### src/rtl/rf_read_arbiter_if.sv
// Bundle of requester, writeback and register-file port signals around the read arbiter.
// Latency: none, wiring only.
// Backpressure: grant-based; a requester holds its request until it sees its grant.
interface rf_read_arbiter_if #(
    parameter int ADDR_W = 32,
    parameter int DATA_W = 32
);
    logic              rd0_req;
    logic [ADDR_W-1:0] rd0_addr;
    logic              rd0_gnt;
    logic              rd0_rvalid;
    logic [DATA_W-1:0] rd0_rdata;

    logic              rd1_req;
    logic [ADDR_W-1:0] rd1_addr;
    logic              rd1_gnt;
    logic              rd1_rvalid;
    logic [DATA_W-1:0] rd1_rdata;

    logic              wr_en;
    logic [ADDR_W-1:0] wr_addr;
    logic [DATA_W-1:0] wr_data;

    logic [ADDR_W-1:0] rf_rd_addr;
    logic [DATA_W-1:0] rf_rd_data;
    logic [ADDR_W-1:0] rf_wr_addr;
    logic [DATA_W-1:0] rf_wr_data;
    logic              rf_we;

    // Arbiter side
    modport slave (
        input  rd0_req, rd0_addr, rd1_req, rd1_addr,
        input  wr_en, wr_addr, wr_data, rf_rd_data,
        output rd0_gnt, rd0_rvalid, rd0_rdata,
        output rd1_gnt, rd1_rvalid, rd1_rdata,
        output rf_rd_addr, rf_wr_addr, rf_wr_data, rf_we
    );

    // Requesters, writeback and register file side
    modport master (
        output rd0_req, rd0_addr, rd1_req, rd1_addr,
        output wr_en, wr_addr, wr_data, rf_rd_data,
        input  rd0_gnt, rd0_rvalid, rd0_rdata,
        input  rd1_gnt, rd1_rvalid, rd1_rdata,
        input  rf_rd_addr, rf_wr_addr, rf_wr_data, rf_we
    );
endinterface

### src/rtl/rf_read_arbiter.sv
// Shares the register file read port between decode (0) and debug (1), with write-to-read bypass.
// Latency: grant same cycle as request, rvalid/rdata exactly one cycle after the grant.
// Backpressure: a losing requester holds req/addr until granted; writes are never stalled.
module rf_read_arbiter #(
    parameter int ADDR_W = 32,
    parameter int DATA_W = 32,
    parameter int RR_EN  = 1
) (
    input logic clk,
    input logic rst_n,
    rf_read_arbiter_if.slave bus
);
    logic              prio_q;
    logic [ADDR_W-1:0] rd_addr_q;
    logic              rsp_vld_q;
    logic              rsp_id_q;
    logic              byp_vld_q;
    logic [DATA_W-1:0] byp_data_q;
    logic [DATA_W-1:0] rdata0_q;
    logic [DATA_W-1:0] rdata1_q;

    logic              any_gnt;
    logic              gnt_id;
    logic [ADDR_W-1:0] gnt_addr;
    logic              byp_hit;
    logic [DATA_W-1:0] rsp_data;
    logic              rvalid0;
    logic              rvalid1;
    logic [DATA_W-1:0] rdata0;
    logic [DATA_W-1:0] rdata1;

    // Pick the winner; gnt_id is only meaningful when any_gnt is set
    always_comb begin
        any_gnt = rst_n & (bus.rd0_req | bus.rd1_req);
        if (bus.rd0_req && bus.rd1_req) begin
            gnt_id = (RR_EN != 0) ? prio_q : 1'b0;
        end else begin
            gnt_id = ~bus.rd0_req;
        end
        gnt_addr = gnt_id ? bus.rd1_addr : bus.rd0_addr;
        // Full-width compare so aliased high address bits never bypass
        byp_hit  = any_gnt & bus.wr_en & (bus.wr_addr == gnt_addr);
    end

    // Response data: bypass beats the register file, which is stale on a same-cycle write
    always_comb begin
        rsp_data = byp_vld_q ? byp_data_q : bus.rf_rd_data;
        rvalid0  = rsp_vld_q & ~rsp_id_q;
        rvalid1  = rsp_vld_q & rsp_id_q;
        rdata0   = rvalid0 ? rsp_data : rdata0_q;
        rdata1   = rvalid1 ? rsp_data : rdata1_q;
    end

    assign bus.rd0_gnt    = any_gnt & ~gnt_id;
    assign bus.rd1_gnt    = any_gnt & gnt_id;
    assign bus.rf_rd_addr = any_gnt ? gnt_addr : rd_addr_q;
    assign bus.rf_wr_addr = bus.wr_addr;
    assign bus.rf_wr_data = bus.wr_data;
    assign bus.rf_we      = bus.wr_en;
    assign bus.rd0_rvalid = rvalid0;
    assign bus.rd1_rvalid = rvalid1;
    assign bus.rd0_rdata  = rdata0;
    assign bus.rd1_rdata  = rdata1;

    // Round-robin pointer and the held read address for idle cycles
    always_ff @(posedge clk or negedge rst_n) begin
        if (!rst_n) begin
            prio_q    <= 1'b0;
            rd_addr_q <= '0;
        end else if (any_gnt) begin
            rd_addr_q <= gnt_addr;
            if (RR_EN != 0) begin
                prio_q <= ~gnt_id;
            end
        end
    end

    // Response stage: remember who was granted and whether a write must be forwarded
    always_ff @(posedge clk or negedge rst_n) begin
        if (!rst_n) begin
            rsp_vld_q  <= 1'b0;
            rsp_id_q   <= 1'b0;
            byp_vld_q  <= 1'b0;
            byp_data_q <= '0;
        end else begin
            rsp_vld_q <= any_gnt;
            rsp_id_q  <= gnt_id;
            byp_vld_q <= byp_hit;
            if (byp_hit) begin
                byp_data_q <= bus.wr_data;
            end
        end
    end

    // Each requester's rdata holds its last delivered value between responses
    always_ff @(posedge clk or negedge rst_n) begin
        if (!rst_n) begin
            rdata0_q <= '0;
            rdata1_q <= '0;
        end else begin
            rdata0_q <= rdata0;
            rdata1_q <= rdata1;
        end
    end
endmodule

### src/flat_wrapper.sv
// flat-port wrapper written by rule: the top's interface ports become plain ports
module rf_read_arbiter_flat 
#(
    parameter int ADDR_W = 32,
    parameter int DATA_W = 32,
    parameter int RR_EN  = 1
)
  (clk, rst_n, bus_rd0_req, bus_rd0_addr, bus_rd1_req, bus_rd1_addr, bus_wr_en, bus_wr_addr, bus_wr_data, bus_rf_rd_data, bus_rd0_gnt, bus_rd0_rvalid, bus_rd0_rdata, bus_rd1_gnt, bus_rd1_rvalid, bus_rd1_rdata, bus_rf_rd_addr, bus_rf_wr_addr, bus_rf_wr_data, bus_rf_we);
  rf_read_arbiter_if #(.ADDR_W(ADDR_W), .DATA_W(DATA_W)) bus_i ();
  input logic clk;
  input logic rst_n;
  input wire logic [$bits(bus_i.rd0_req)-1:0] bus_rd0_req;
  input wire logic [$bits(bus_i.rd0_addr)-1:0] bus_rd0_addr;
  input wire logic [$bits(bus_i.rd1_req)-1:0] bus_rd1_req;
  input wire logic [$bits(bus_i.rd1_addr)-1:0] bus_rd1_addr;
  input wire logic [$bits(bus_i.wr_en)-1:0] bus_wr_en;
  input wire logic [$bits(bus_i.wr_addr)-1:0] bus_wr_addr;
  input wire logic [$bits(bus_i.wr_data)-1:0] bus_wr_data;
  input wire logic [$bits(bus_i.rf_rd_data)-1:0] bus_rf_rd_data;
  output wire logic [$bits(bus_i.rd0_gnt)-1:0] bus_rd0_gnt;
  output wire logic [$bits(bus_i.rd0_rvalid)-1:0] bus_rd0_rvalid;
  output wire logic [$bits(bus_i.rd0_rdata)-1:0] bus_rd0_rdata;
  output wire logic [$bits(bus_i.rd1_gnt)-1:0] bus_rd1_gnt;
  output wire logic [$bits(bus_i.rd1_rvalid)-1:0] bus_rd1_rvalid;
  output wire logic [$bits(bus_i.rd1_rdata)-1:0] bus_rd1_rdata;
  output wire logic [$bits(bus_i.rf_rd_addr)-1:0] bus_rf_rd_addr;
  output wire logic [$bits(bus_i.rf_wr_addr)-1:0] bus_rf_wr_addr;
  output wire logic [$bits(bus_i.rf_wr_data)-1:0] bus_rf_wr_data;
  output wire logic [$bits(bus_i.rf_we)-1:0] bus_rf_we;
  assign bus_i.rd0_req = bus_rd0_req;
  assign bus_i.rd0_addr = bus_rd0_addr;
  assign bus_i.rd1_req = bus_rd1_req;
  assign bus_i.rd1_addr = bus_rd1_addr;
  assign bus_i.wr_en = bus_wr_en;
  assign bus_i.wr_addr = bus_wr_addr;
  assign bus_i.wr_data = bus_wr_data;
  assign bus_i.rf_rd_data = bus_rf_rd_data;
  assign bus_rd0_gnt = bus_i.rd0_gnt;
  assign bus_rd0_rvalid = bus_i.rd0_rvalid;
  assign bus_rd0_rdata = bus_i.rd0_rdata;
  assign bus_rd1_gnt = bus_i.rd1_gnt;
  assign bus_rd1_rvalid = bus_i.rd1_rvalid;
  assign bus_rd1_rdata = bus_i.rd1_rdata;
  assign bus_rf_rd_addr = bus_i.rf_rd_addr;
  assign bus_rf_wr_addr = bus_i.rf_wr_addr;
  assign bus_rf_wr_data = bus_i.rf_wr_data;
  assign bus_rf_we = bus_i.rf_we;
  rf_read_arbiter #(.ADDR_W(ADDR_W), .DATA_W(DATA_W), .RR_EN(RR_EN)) u_core (.clk(clk), .rst_n(rst_n), .bus(bus_i));
endmodule
### config.mk
export PLATFORM = sky130hd
export DESIGN_NAME = rf_read_arbiter_flat
export DESIGN_NICKNAME = d
export VERILOG_FILES = /design/src/rtl/rf_read_arbiter_if.sv /design/src/rtl/rf_read_arbiter.sv /design/src/flat_wrapper.sv
export SDC_FILE = /design/constraint.sdc
export NUM_CORES = 1
export LEC_CHECK = 0
export CAP_MARGIN = 20
export CORE_MARGIN = 2
export CORE_UTILIZATION = 44
export CTS_BUF_LIST = sky130_fd_sc_hd__clkbuf_16
export DETAILED_ROUTE_END_ITERATION = 16
export GPL_TIMING_DRIVEN = 0
export PLACE_DENSITY = 0.87
export SLEW_MARGIN = 0
export SYNTH_ARGS = -nofsm -noshare
export SYNTH_HDL_FRONTEND = slang
export SYNTH_SLANG_ARGS = --single-unit
### constraint.sdc
create_clock -name clk -period 5.3 [get_ports clk]
set_input_delay 1.59 -clock clk [delete_from_list [all_inputs] [get_ports clk]]
set_output_delay 1.59 -clock clk [all_outputs]
set_load 0.05 [all_outputs]
==> results.cfg, run 1 <==
[hold_path]
hold_class = flip-flop to flip-flop

[worst_setup_path]
critical_path_class = primary input to primary output
cp.arrival_ps = 3690
critical_path.slowest_cell = clkdlybuf4s50_1
start_kind = primary input
end_kind = primary output
critPathMaxFanout = 10
cpPeakStageDelay_ps = 540
crit_family = buffers and inverters
crit_path_cell_trace = clkdlybuf4s50_1, a21boi_4, inv_2, clkbuf_4, clkbuf_4, buf_4, nand2_1, a31oi_1, buf_4
worst-path-buf-inv = 6
required_ps = 3710

[routing]
drc_errors = 0
dr.pass1.iters = 5
wl_per_cell_um = 19.3
via_per_inst = 5.15
vias = 6117
drt_iter0_drc = 363
routed_wl_um = 22900
ant_nets = 0

[timing]
slew_viol_final = 0
finalSetupViolCount = 0
finalHoldViolCount = 0
period_share = 0.997
fmax_mhz = 189
rsz0062_at_grt = true
fin_crit_ps = 5280
relSlewSlack = 0.436
worstMarginPinSlew_ps = 846
fin_skew_ps = 10.5

[status]
outcome = finished clean

[cells_and_area]
n_fill_cell = 1031
final_cells = 1188
drive_gt1_frac = 0.155
fin_nets = 1155
area_growth_pct = 60.5
final_core_util = 0.728
final_common_cell = clkdlybuf4s50_1
final_cell_mix = 294 x clkdlybuf4s50_1, 132 x dfrtp_1, 83 x nand2_1

[synth]
syn-num-nets = 807
synthCells = 642
synth_edf_count = 0
yosys_warnings = 0
ys_seq_elements = 132
synth-async-reset-ratio = 1.00
yosysUniqueCellTypes = 45
seq_area_frac_synth = 0.497
synth_flop_cell = dfrtp_1
netlist_area_mm2 = 0.00664
syn_avg_cell_area_um2 = 10.3

[grt]
grt_pass1_wl_um = 35200
grt_pass1_vias = 6500
antenna_found_initial = 1
grt_overflow = 0
grt_usage = 0.285
grt_max_degree = 81

[power]
powerDensity_mw_per_mm2 = 339
pwr-share-seq = 0.325
power.share.clock = 0.293
internal_power_mw = 2.23
power.share.combinational = 0.381
p_sw_mw = 1.38
leakagePower_nw = 4.69
p_sw_frac = 0.382
max-vdd-ir-drop_mv = 0.222

[cts]
htree_levels = 4
cts.sinks = 132
cts_tree = built
cts_made_buffers = 17
insertion_delay_ps = 410
postCtsHoldBufs = 0
cts.path.max_buffers = 2
root_buffer = clkbuf_16
path_clk_slew_ps = 60
post_cts_buffers = 0

[floorplan]
core_mm2 = 0.0146
die_h_um = 127
chipWidth_um = 127
io-pin-count = 330
num_rows = 44
die-area_mm2 = 0.0161
start_util = 0.453

[placed_design]
placed_cells = 1156
numPortBuffers = 329
gp_congestion = 0.903
dp_hpwl_um = 17800

[flow_run]
max-cap-violations = 0
-- area by class of cell --
class                      instances  area, um^2  share of cell area
tap                              184         230              0.0216
inverter                          16        61.3             0.00575
buffer                            99         694              0.0652
clock buffer                      17         425              0.0399
multi-input combinational        394        2590               0.243
sequential                       132        3300               0.310
antenna                            2        5.00            0.000470
clock inverter                    14        97.6             0.00916
timing repair buffer             330        3240               0.304
-- sequential cells by signal, indices dropped and copies added, names as in the netlist --
name,cells
u_core.byp_data_q,32
u_core.byp_vld_q,1
u_core.prio_q,1
u_core.rd_addr_q,32
u_core.rdata0_q,32
u_core.rdata1_q,32
u_core.rsp_id_q,1
u_core.rsp_vld_q,1
-- worst paths after layout --
path | cells after the start | startpoint | endpoint | slack, ps
worst max register to register | 11 | u_core.prio_q | u_core.byp_data_q[20] | 2420
worst min-delay path | 2 | u_core.rd_addr_q[23] | u_core.rd_addr_q[23] | 490
max in group asynchronous | 2 | rst_n | u_core.rdata1_q[24] | 3400
worst max-delay path | 9 | bus_rd1_req | bus_rf_rd_addr[14] | 20
min in group asynchronous | 1 | rst_n | u_core.rdata0_q[5] | 1140
worst min register to register | 2 | u_core.rd_addr_q[23] | u_core.rd_addr_q[23] | 490
-- power by group through the flow --
| stage | registers (mW) | clock network [mW] | logic [mW] |
|---|---|---|---|
| floorplan | 1.18 | 0 | 0.835 |
| global placement | 1.18 | 0 | 1.38 |
| detailed placement | 1.19 | 0 | 1.40 |
| CTS | 1.17 | 1.06 | 1.38 |
| global route | 1.18 | 1.11 | 1.44 |
| finish | 1.17 | 1.06 | 1.38 |
-- metrics by stage --
| stage | instance area [um^2] | hold WS [ps] | total power [mW] | TNS, ps | setup slack, ps |
|---|---|---|---|---|---|
| after global routing | 10700 | 510 | 3.74 | -491 | -67.2 |
| after detailed placement | 10200 | 479 | 2.58 | -17380 | -1030 |
| after CTS | 10700 | 489 | 3.62 | -88.2 | -88.2 |
| after floorplan | 6640 | 458 | 2.02 | 0 | 178 |
| final | 10700 | 489 | 3.61 | 0 | 15.5 |
| after global placement | 10200 | 469 | 2.56 | -789390 | -6060 |
-- worst min-delay path, cell delays in order (launching register included) --
cell and delay (ps):
dfrtp_1 330, nand2_1 40, o21ai_0 80
-- synth_stat cells (3+ instances only) --
cell	n	area share
buf_2	3	0.0023
a21oi_1	34	0.026
mux2i_1	47	0.071
o21ai_0	53	0.040
xor2_1	15	0.020
nor2_1	54	0.031
nand2_1	83	0.047
dfrtp_1	132	0.50
clkbuf_1	19	0.011
nand2b_1	5	0.0047
mux2_2	3	0.0051
a31oi_1	19	0.018
buf_12	3	0.0090
and2_1	3	0.0028
xnor2_1	14	0.018
mux2_1	3	0.0051
mux2_4	27	0.061
inv_1	14	0.0079
buf_1	8	0.0045
nand4_1	4	0.0038
buf_4	65	0.073
a222oi_1	3	0.0045
-- timing repair --
action | CTS | global route
resized for setup | 123 | 12
endpoints found under the setup margin | 34 | 24
pin swaps | 0 | 0
gates cloned | 0 | 0
-- routing by layer --
layer,up-vias,global-route usage,wire [um]
met3,44,0.0801,1730
li1,2833,-,-
met1,2952,0.324,8610
met2,288,0.502,11800
met4,0,0.120,711
met5,-,0,0
-- logic make-up after synthesis --
| kind of cell | synth area share |
|---|---|
| AND/OR/NAND/NOR | 0.0987 |
| XOR/XNOR | 0.0383 |
| AO/OA/AOI/OAI | 0.111 |
| flip-flops | 0.497 |
| multiplexers | 0.142 |
| buffers and inverters | 0.112 |
No activity file was read; power rests on OpenSTA's default activity.
==> inputs of run 2 (changes only) <==
CORE_UTILIZATION = 37   (was 44)
GPL_ROUTABILITY_DRIVEN = 0   (was not set)
GPL_TIMING_DRIVEN = not set   (was 0)
PLACE_DENSITY = 0.78   (was 0.87)
clock period = 4.36 ns   (was 5.3 ns; I/O delays follow)
==> run 2 against run 1 <==
  * First-iteration DRC count is 36% lower
  * Die area rose by 18%
  * Cell count is 2.6% lower
  * Via count is 7.4% lower
  * Non-clock buffer count fell by 71
  * Clock skew decreased by 2.3 ps
  * Sequential share of layout area shrank 0.32 points
  * Largest cell class unchanged
==> results.cfg, run 2 (same netlist as run 1, synthesis figures left out) <==
[power]
internal_power_mw = 2.97
powerDensity_mw_per_mm2 = 439
max-vdd-ir-drop_mv = 0.375
power.share.clock = 0.319
p_sw_frac = 0.371
finalPower_mw = 4.73
power.share.combinational = 0.379
p_sw_mw = 1.76
leakagePower_nw = 4.73
pwr-share-seq = 0.301

[routing]
via_per_inst = 4.90
wl_per_cell_um = 18.2
drc_errors = 0
top_layer = met4
routed_wl_um = 21100
drt_iter0_drc = 234
dr.pass1.iters = 5
wl_met3_um = 2030
vias = 5667
wl_met1_um = 7840
wl_met2_um = 10800
ant_nets = 0

[timing]
finalWorstSetupSlack_ps = 58.8
finalSetupViolCount = 0
rsz0062_at_grt = true
worstMarginPinSlew_ps = 946
slew_viol_final = 0
fmax_mhz = 232
relSlewSlack = 0.369
fin_crit_ps = 4300
fin_skew_ps = 8.28
finalHoldViolCount = 0
period_share = 0.987

[cells_and_area]
area_growth_pct = 62.2
fin_nets = 1084
final_cell_mix = 212 x clkdlybuf4s50_1, 131 x dfrtp_1, 96 x buf_4
n_fill_cell = 1416
antenna_cells = 0
final_common_cell = clkdlybuf4s50_1
finalInstanceArea_mm2 = 0.0108
drive_gt1_frac = 0.246

[floorplan]
num_rows = 48
io-pin-count = 330
die-area_mm2 = 0.0190
start_util = 0.381
chipWidth_um = 138
core_mm2 = 0.0174
die_h_um = 138

[grt]
antenna_found_initial = 0
grt_usage = 0.221
grt_pass1_vias = 5922
grt_pass1_wl_um = 31900
grt_overflow = 0
grt_max_degree = 72

[cts]
path_clk_slew_ps = 60
htree_levels = 4
cts_tree = built
root_buffer = clkbuf_16
cts.path.max_buffers = 2
postCtsHoldBufs = 0
cts_made_buffers = 17
insertion_delay_ps = 420
post_cts_buffers = 0
cts.sinks = 132

[worst_setup_path]
required_ps = 3050
critical_path_class = primary input to primary output
cp.arrival_ps = 2990
critPathMaxFanout = 18
end_kind = primary output
start_kind = primary input

[status]
outcome = finished clean

[placed_design]
numPortBuffers = 329
dp_hpwl_um = 16200
place_ws_ps = -46.5
placed_cell_area_mm2 = 0.0101

[flow_run]
max-cap-violations = 0

[hold_path]
hold_class = flip-flop to flip-flop
[run 2: layer usage]
metal / up-vias / GRT usage
met5: - / 0
met1: 2695 / 0.242
met3: 31 / 0.0826
met4: 0 / 0.0675
met2: 255 / 0.397
li1: 2686 / -
[run 2: path summary, 6_finish.rpt]
check / startpoint / endpoint / slack (ps) / depth (start not counted)
min in group asynchronous: rst_n / u_core.rdata1_q[4] / 1160 / 2
worst min-delay path: u_core.byp_data_q[29] / u_core.byp_data_q[29] / 480 / 1
max in group asynchronous: rst_n / u_core.rdata1_q[9] / 1860 / 3
worst max register to register: u_core.prio_q / u_core.byp_data_q[20] / 1400 / 11
worst min register to register: u_core.byp_data_q[29] / u_core.byp_data_q[29] / 480 / 1
worst max-delay path: bus_rd0_req / bus_rf_rd_addr[27] / 60 / 7
[run 2: area by class of cell]
cell class	instances	area, um^2	share of cell area
clock buffers	17	425	0.0395
clock inverters	15	191	0.0178
inverters	16	60.1	0.00558
multi-input cells	394	2680	0.249
flip-flops and latches	132	3300	0.307
well taps	225	282	0.0261
repair buffers	358	3830	0.355
[run 2: power by group through the flow]
stage / Combinational, mW / Clock, mW / Sequential [mW]
finish: 1.79 / 1.51 / 1.42
global route: 1.88 / 1.60 / 1.44
CTS: 1.80 / 1.54 / 1.42
detailed placement: 1.79 / 0 / 1.45
global placement: 1.77 / 0 / 1.44
floorplan: 1.02 / 0 / 1.44
[run 2: through the flow]
| step | TNS [ps] | cells | util | hold WS, ps |
|---|---|---|---|---|
| after CTS | 0 | 1157 | 0.616 | 491 |
| after detailed placement | -389 | 1125 | 0.581 | 477 |
| after global routing | -8.13 | 1157 | 0.618 | 517 |
| after floorplan | 0 | 642 | - | 458 |
| after global placement | -113 | 1125 | 0.581 | 469 |
| final | 0 | 1157 | 0.618 | 484 |
[run 2: critical path, stage by stage]
cell	delay, ps
clkdlybuf4s50_1	500
a21boi_4	210
inv_2	60
buf_12	160
mux2i_1	150
o21ai_0	390
buf_12	200
[run 2: repair_timing]
item | CTS | global route
pin swaps | 0 | 0
endpoints found under the setup margin | 12 | 20
gates resized for setup | 1 | 14
